File: src/rtl/lsu_pkg.sv
// Shared types and helpers for the AXI4-Lite load/store unit.
package lsu_pkg;

  localparam logic [1:0] AXI_RESP_OKAY = 2'b00;

  typedef enum logic [2:0] {
    MR_B  = 3'd0,
    MR_H  = 3'd1,
    MR_W  = 3'd2,
    MR_BU = 3'd3,
    MR_HU = 3'd4
  } mrtype_e;

  typedef enum logic [2:0] {
    IDLE  = 3'd0,
    RD_A  = 3'd1,
    RD_D  = 3'd2,
    WR_AW = 3'd3,
    WR_B  = 3'd4,
    DONE  = 3'd5
  } lsu_state_e;

  // Request fields still needed after the address phase has been issued
  typedef struct packed {
    logic [1:0] offset;
    logic [2:0] mrtype;
  } lsu_req_t;

  // Stores are sized by their byte mask, loads by mrtype
  function automatic logic misaligned(input logic isStore, input logic [1:0] offset,
                                      input logic [3:0] wmask, input logic [2:0] rtype);
    logic isHalf;
    logic isWord;
    if (isStore) begin
      isHalf = (wmask == 4'b0011);
      isWord = (wmask == 4'b1111);
    end else begin
      isHalf = (rtype == MR_H) || (rtype == MR_HU);
      isWord = (rtype == MR_W);
    end
    return (isHalf && offset[0]) || (isWord && (offset != 2'b00));
  endfunction

endpackage

File: src/rtl/lsu_load_align.sv
// Combinational load data alignment: shifts the read word down by the byte
// offset and sign/zero-extends it according to mrtype.
module lsu_load_align
  import lsu_pkg::*;
(
  input  logic [31:0] rdata,
  input  logic [1:0]  offset,
  input  logic [2:0]  mrtype,
  output logic [31:0] mdata_c
);

  logic [31:0] sh;

  always_comb begin
    sh      = rdata >> {offset, 3'b000};
    mdata_c = '0;
    case (mrtype)
      MR_B:    mdata_c = {{24{sh[7]}}, sh[7:0]};
      MR_H:    mdata_c = {{16{sh[15]}}, sh[15:0]};
      MR_W:    mdata_c = sh;
      MR_BU:   mdata_c = {24'h0, sh[7:0]};
      MR_HU:   mdata_c = {16'h0, sh[15:0]};
      default: mdata_c = '0;
    endcase
  end

endmodule

File: src/rtl/lsu_axi.sv
// Memory-stage load/store unit with an AXI4-Lite master port.
// Optional LSU_MISALIGN_CHK_EN: misaligned half/word accesses fail locally with m_err.
module lsu_axi
  import lsu_pkg::*;
#(
  parameter int unsigned ADDR_W = 32,
  parameter int unsigned DATA_W = 32
) (
  input  logic                  clk,
  input  logic                  rst_n,
  // upstream (M stage)
  input  logic                  s_valid,
  output logic                  s_ready,
  input  logic                  mvalid,
  input  logic                  mwen,
  input  logic [ADDR_W-1:0]     maddr,
  input  logic [DATA_W-1:0]     mwdata,
  input  logic [DATA_W/8-1:0]   mwmask,
  input  logic [2:0]            mrtype,
  // downstream (W stage)
  output logic                  m_valid,
  input  logic                  m_ready,
  output logic [DATA_W-1:0]     mdata,
  output logic                  m_err,
  // AXI4-Lite read
  output logic [ADDR_W-1:0]     araddr,
  output logic                  arvalid,
  input  logic                  arready,
  input  logic [DATA_W-1:0]     rdata,
  input  logic [1:0]            rresp,
  input  logic                  rvalid,
  output logic                  rready,
  // AXI4-Lite write
  output logic [ADDR_W-1:0]     awaddr,
  output logic                  awvalid,
  input  logic                  awready,
  output logic [DATA_W-1:0]     wdata,
  output logic [DATA_W/8-1:0]   wstrb,
  output logic                  wvalid,
  input  logic                  wready,
  input  logic [1:0]            bresp,
  input  logic                  bvalid,
  output logic                  bready
);

  localparam int unsigned STRB_W = DATA_W / 8;

  lsu_state_e          state, stateNext;
  lsu_req_t            reqQ, reqNext;
  logic                sReadyNext, mValidNext, mErrNext;
  logic [DATA_W-1:0]   mdataNext, wdataNext, loadData;
  logic [ADDR_W-1:0]   araddrNext, awaddrNext, alignedAddr;
  logic [STRB_W-1:0]   wstrbNext;
  logic                arvalidNext, rreadyNext, awvalidNext, wvalidNext, breadyNext;
  logic                awDone, wDone, misalignErr;

  assign alignedAddr = {maddr[ADDR_W-1:2], 2'b00};

`ifdef LSU_MISALIGN_CHK_EN
  assign misalignErr = mvalid && misaligned(mwen, maddr[1:0], mwmask, mrtype);
`else
  assign misalignErr = 1'b0;
`endif

  lsu_load_align uLoadAlign (
    .rdata   (rdata),
    .offset  (reqQ.offset),
    .mrtype  (reqQ.mrtype),
    .mdata_c (loadData)
  );

  // An AW/W channel counts as done once its valid has already dropped or is handshaking now
  assign awDone = !awvalid || awready;
  assign wDone  = !wvalid  || wready;

  // Next-state and next-output logic
  always_comb begin
    stateNext   = state;
    reqNext     = reqQ;
    mValidNext  = m_valid;
    mErrNext    = m_err;
    mdataNext   = mdata;
    araddrNext  = araddr;
    arvalidNext = arvalid;
    rreadyNext  = rready;
    awaddrNext  = awaddr;
    awvalidNext = awvalid;
    wdataNext   = wdata;
    wstrbNext   = wstrb;
    wvalidNext  = wvalid;
    breadyNext  = bready;

    case (state)
      IDLE: begin
        if (s_valid && s_ready) begin
          reqNext   = '{offset: maddr[1:0], mrtype: mrtype};
          mErrNext  = 1'b0;
          mdataNext = '0;
          if (!mvalid || misalignErr) begin
            stateNext  = DONE;
            mValidNext = 1'b1;
            mErrNext   = misalignErr;
          end else if (mwen) begin
            stateNext   = WR_AW;
            awaddrNext  = alignedAddr;
            wdataNext   = mwdata << {maddr[1:0], 3'b000};
            wstrbNext   = mwmask << maddr[1:0];
            awvalidNext = 1'b1;
            wvalidNext  = 1'b1;
          end else begin
            stateNext   = RD_A;
            araddrNext  = alignedAddr;
            arvalidNext = 1'b1;
          end
        end
      end
      RD_A: begin
        if (arready) begin
          stateNext   = RD_D;
          arvalidNext = 1'b0;
          rreadyNext  = 1'b1;
        end
      end
      RD_D: begin
        if (rvalid) begin
          stateNext  = DONE;
          rreadyNext = 1'b0;
          mValidNext = 1'b1;
          mErrNext   = (rresp != AXI_RESP_OKAY);
          mdataNext  = (rresp != AXI_RESP_OKAY) ? '0 : loadData;
        end
      end
      WR_AW: begin
        if (awvalid && awready) awvalidNext = 1'b0;
        if (wvalid && wready)   wvalidNext  = 1'b0;
        if (awDone && wDone) begin
          stateNext  = WR_B;
          breadyNext = 1'b1;
        end
      end
      WR_B: begin
        if (bvalid) begin
          stateNext  = DONE;
          breadyNext = 1'b0;
          mValidNext = 1'b1;
          mErrNext   = (bresp != AXI_RESP_OKAY);
          mdataNext  = '0;
        end
      end
      DONE: begin
        if (m_ready) begin
          stateNext  = IDLE;
          mValidNext = 1'b0;
        end
      end
      default: stateNext = IDLE;
    endcase

    sReadyNext = (stateNext == IDLE);
  end

  // State and output registers; reset drops every valid immediately
  always_ff @(posedge clk or negedge rst_n) begin
    if (!rst_n) begin
      state   <= IDLE;
      reqQ    <= '0;
      s_ready <= 1'b1;
      m_valid <= 1'b0;
      m_err   <= 1'b0;
      mdata   <= '0;
      araddr  <= '0;
      arvalid <= 1'b0;
      rready  <= 1'b0;
      awaddr  <= '0;
      awvalid <= 1'b0;
      wdata   <= '0;
      wstrb   <= '0;
      wvalid  <= 1'b0;
      bready  <= 1'b0;
    end else begin
      state   <= stateNext;
      reqQ    <= reqNext;
      s_ready <= sReadyNext;
      m_valid <= mValidNext;
      m_err   <= mErrNext;
      mdata   <= mdataNext;
      araddr  <= araddrNext;
      arvalid <= arvalidNext;
      rready  <= rreadyNext;
      awaddr  <= awaddrNext;
      awvalid <= awvalidNext;
      wdata   <= wdataNext;
      wstrb   <= wstrbNext;
      wvalid  <= wvalidNext;
      bready  <= breadyNext;
    end
  end

endmodule

File: config.mk
export PLATFORM = sky130hd
export DESIGN_NAME = lsu_axi
export DESIGN_NICKNAME = d
export VERILOG_FILES = /design/src/rtl/lsu_pkg.sv /design/src/rtl/lsu_load_align.sv /design/src/rtl/lsu_axi.sv
export SDC_FILE = /design/constraint.sdc
export NUM_CORES = 1
export LEC_CHECK = 0
export BUFFER_PORTS_ARGS = -buffer_cell sky130_fd_sc_hd__buf_2
export CORE_ASPECT_RATIO = 1.4
export CORE_MARGIN = 2
export CORE_UTILIZATION = 54
export DETAILED_ROUTE_END_ITERATION = 12
export GPL_TIMING_DRIVEN = 1
export PLACE_DENSITY = 0.83
export SLEW_MARGIN = 10
export SYNTH_ARGS = -nofsm -noshare
export SYNTH_HDL_FRONTEND = slang
export SYNTH_SLANG_ARGS = --single-unit
File: constraint.sdc
create_clock -name clk -period 4.6 [get_ports clk]
set_clock_uncertainty 0.15 [all_clocks]
set_input_delay 0 -clock clk [delete_from_list [all_inputs] [get_ports clk]]
set_output_delay 0 -clock clk [all_outputs]
set_load 0.02 [all_outputs]
==> out/metrics.cfg <==
[power]
clkPwrFrac_pct=19.0
ir_worst_vdd_uv=475.1
power_switching_share_pct=43.66
power_density_nw_per_um2=690.2
p_leak_nw=4.910
seqPwrFrac_pct=33.6
pwr-share-comb_pct=47.3
power.switching_w=0.003027
p_int_w=0.003907

[timing]
setup_tns_ps=0
maxSlewViolCount=0
rsz0062_at_grt=false
fmax_mhz=360.3
hold_violations=0
finalCriticalPeriod_ps=2775
worst_slew_pin_slew_ps=1037
period_share_pct=60.33
finalWorstSetupSlack_ps=1825
maxSlewHeadroom_pct=30.84
setup_violations=0

[grt]
antenna_found_initial=0
first_global_vias=6819
grt-ovfl-total=0
grt_pass1_wl_um=35470
grt_max_degree=110
grt_usage_pct=33.11

[layout]
nFillCells=720
fin_nets=1084
drive_gt1_share_pct=40.76
seqCellArea_um2=3605
antenna_cells=0
final_cell_area_um2=10050
multi_input_area_um2=3075
area_growth_pct=43.81

[flow_run]
drv_cap=0

[placed_design]
place_congestion=0.9833
dp_slack_ps=1941
placed_cell_area_um2=8219
buffer_ports.inserted=253
hpwl_um=13230

[synth]
synth-main-ff-cell=dfrtp_1
synth_cells=609
async_reset_ff_share_pct=100.0
avgSynthCellArea_um2=11.47
synth-seq-cells=144
synth_edf_count=0
yosys_warnings=0
ys_seq_area_share_pct=51.60
synthDistinctLibCells=55
syn_area_um2=6985

[worst_setup_path]
reg2reg_from=state[1]$_DFF_PN0_
cp_max_fo=88
crit_cells=4
cp-start-kind=flip-flop
crit_end=awaddr[30]$_DFFE_PN0P_
worstPathRequired_ps=4740
crit_chain=or2_4 > nor4_4 > buf_4 > mux2_2
worstSetupPathType=flip-flop to flip-flop
arrival_ps=2920
crit_family=buffers and inverters
endpoint_kind=flip-flop
r2r_cells=4
reg2reg_to=awaddr[30]$_DFFE_PN0P_
crit_start=state[1]$_DFF_PN0_
critPathMaxStageDelay_ps=780
crit_buf_inv=1
rrSetupSlack_ps=1820
cp_slowest_cell=buf_4

[clock_tree]
insertion_delay_ps=410
tritoncts=built
htreeDepth=4
cts_resized=0
clockBufferDepth=2
cts_inserted_buffers=17
clk_pin_slew_ps=70
root_buffer=clkbuf_16
clock-sinks=144

[detailed_routing]
routedWlPerCell_um=20.13
vias_per_cell=5.754
drtPass1Iterations=5
drc=0
num_vias=6514
drtAntennaViolNets=0
drt_wl_total_um=22790
drt_iter0_drc=290

[status]
status=completed

[floorplan]
fp.coreArea_um2=12750
ios=258
initial_core_util_pct=54.78
rows=49
dieArea_um2=13870
chipHeight_um=138.6
fp.dieW_um=100.1

[hold_path]
min_delay_path_depth=5
worstHoldPathType=input port to flip-flop

## final cells by class
type | instances | share of cell area (%)
clock buffers | 18 | 4.272
clock inverters | 14 | 1.358
inverters | 10 | 0.3736
multi-input cells | 409 | 30.61
flip-flops and latches | 144 | 35.88
well taps | 153 | 1.906
repair buffers | 384 | 25.59
## registers in the layout, summed over array words and instances (netlist names), 3 cells and up
name / flops
mdata: 32
wdata: 32
araddr: 30
awaddr: 30
reqQ: 5
wstrb: 4
state: 3
## per-layer routing
layer	global-route usage [%]	vias up	share of wire, %
met5	0	-	0
met4	20.62	0	6.2
met3	6.956	101	6.7
met2	56.73	398	52
met1	36.97	3122	35
li1	-	2893	-
## cell usage after synthesis (all sizes together), types with 2 or more instances
cell type | number | area share, %
a2111oi | 2 | 0.61
a211oi | 34 | 4.0
a21o | 2 | 0.21
a21oi | 53 | 3.9
a22o | 8 | 1.0
and3b | 2 | 0.25
buf | 39 | 3.5
clkbuf | 10 | 0.54
dfrtp | 143 | 51
inv | 10 | 0.54
mux2 | 91 | 15
mux2i | 36 | 5.2
nand2 | 25 | 1.3
nand2b | 4 | 0.47
nand3 | 10 | 0.72
nand3b | 2 | 0.21
nor2 | 61 | 3.4
nor2b | 16 | 1.4
nor3 | 2 | 0.30
nor4b | 3 | 0.59
o211ai | 2 | 0.29
o21a | 3 | 0.32
o21ai | 23 | 1.6
o22a | 2 | 0.25
o2bb2ai | 6 | 0.75
or2 | 3 | 0.30
## through the flow
stage / util, % / power, W / cells / hold slack (ps)
after floorplan: - / 0.004349 / 612 / -445.6
after CTS: 78.78 / 0.006808 / 1132 / 0.6225
after global placement: 64.45 / 0.005214 / 974 / 36.55
after detailed placement: 64.45 / 0.005311 / 974 / 36.71
after global routing: 78.78 / 0.007282 / 1132 / 55.51
final: 78.78 / 0.006934 / 1132 / 25.53
## placed cells by master (no fill, tap or decap), types with 3 or more instances in the layout
master,n
a211oi_2,5
nand3_1,10
mux2i_1,36
conb_1,4
a22o_1,8
nor2b_1,16
o21a_1,3
dfrtp_1,143
mux2_2,91
a211oi_1,29
nor2_1,60
clkbuf_16,17
nand2_1,25
o21ai_0,23
dlygate4sd3_1,126
a21oi_1,52
inv_1,10
clkinv_4,3
nand2b_1,3
buf_2,252
inv_6,6
buf_4,5
o2bb2ai_1,6
inv_8,3
## worst min-delay path, stage by stage
cell and delay, ps:
buf_2 90, nor2b_1 120, a211oi_1 50, a21oi_1 120
mux2_2 160
## worst min-delay path by stage
stage,from,to,slack [ps]
4_1_cts,mwdata[27],wdata[27]$_DFFE_PN0P_,0.6
5_1_grt,rdata[7],mdata[7]$_DFFE_PN0P_,60
3_3_place_gp,rst_n,mdata[0]$_DFFE_PN0P_,40
6_report,mwdata[31],wdata[31]$_DFFE_PN0P_,30
3_5_place_dp,rst_n,mdata[0]$_DFFE_PN0P_,40
2_1_floorplan,rst_n,araddr[10]$_DFFE_PN0P_,-450
## power groups by stage
stage                     Clock [W]  Sequential, W  Combinational (W)
after global placement            0        0.00227            0.00294
after floorplan                   0        0.00284            0.00151
final                       0.00132        0.00233            0.00328
after global routing        0.00139        0.00240            0.00349
after CTS                   0.00134        0.00229            0.00318
after detailed placement          0        0.00230            0.00301
## cells by family after synthesis
group / count (synthesis) / share of synthesized area (%)
compound gates: 144 / 14.03
buf+inv: 59 / 4.532
mux: 127 / 19.83
simple gates: 133 / 9.834
other cells: 1 / 0.05368
flops: 144 / 51.60
xor+xnor: 1 / 0.1254
## what timing repair did
action                                  4_1_cts  5_1_grt
endpoints found under the setup margin        0        0
buffers inserted                              0        0
hold buffers                                126        0
hold endpoints to repair                    238        0
Note: power is estimated with default switching activity, not from simulation.
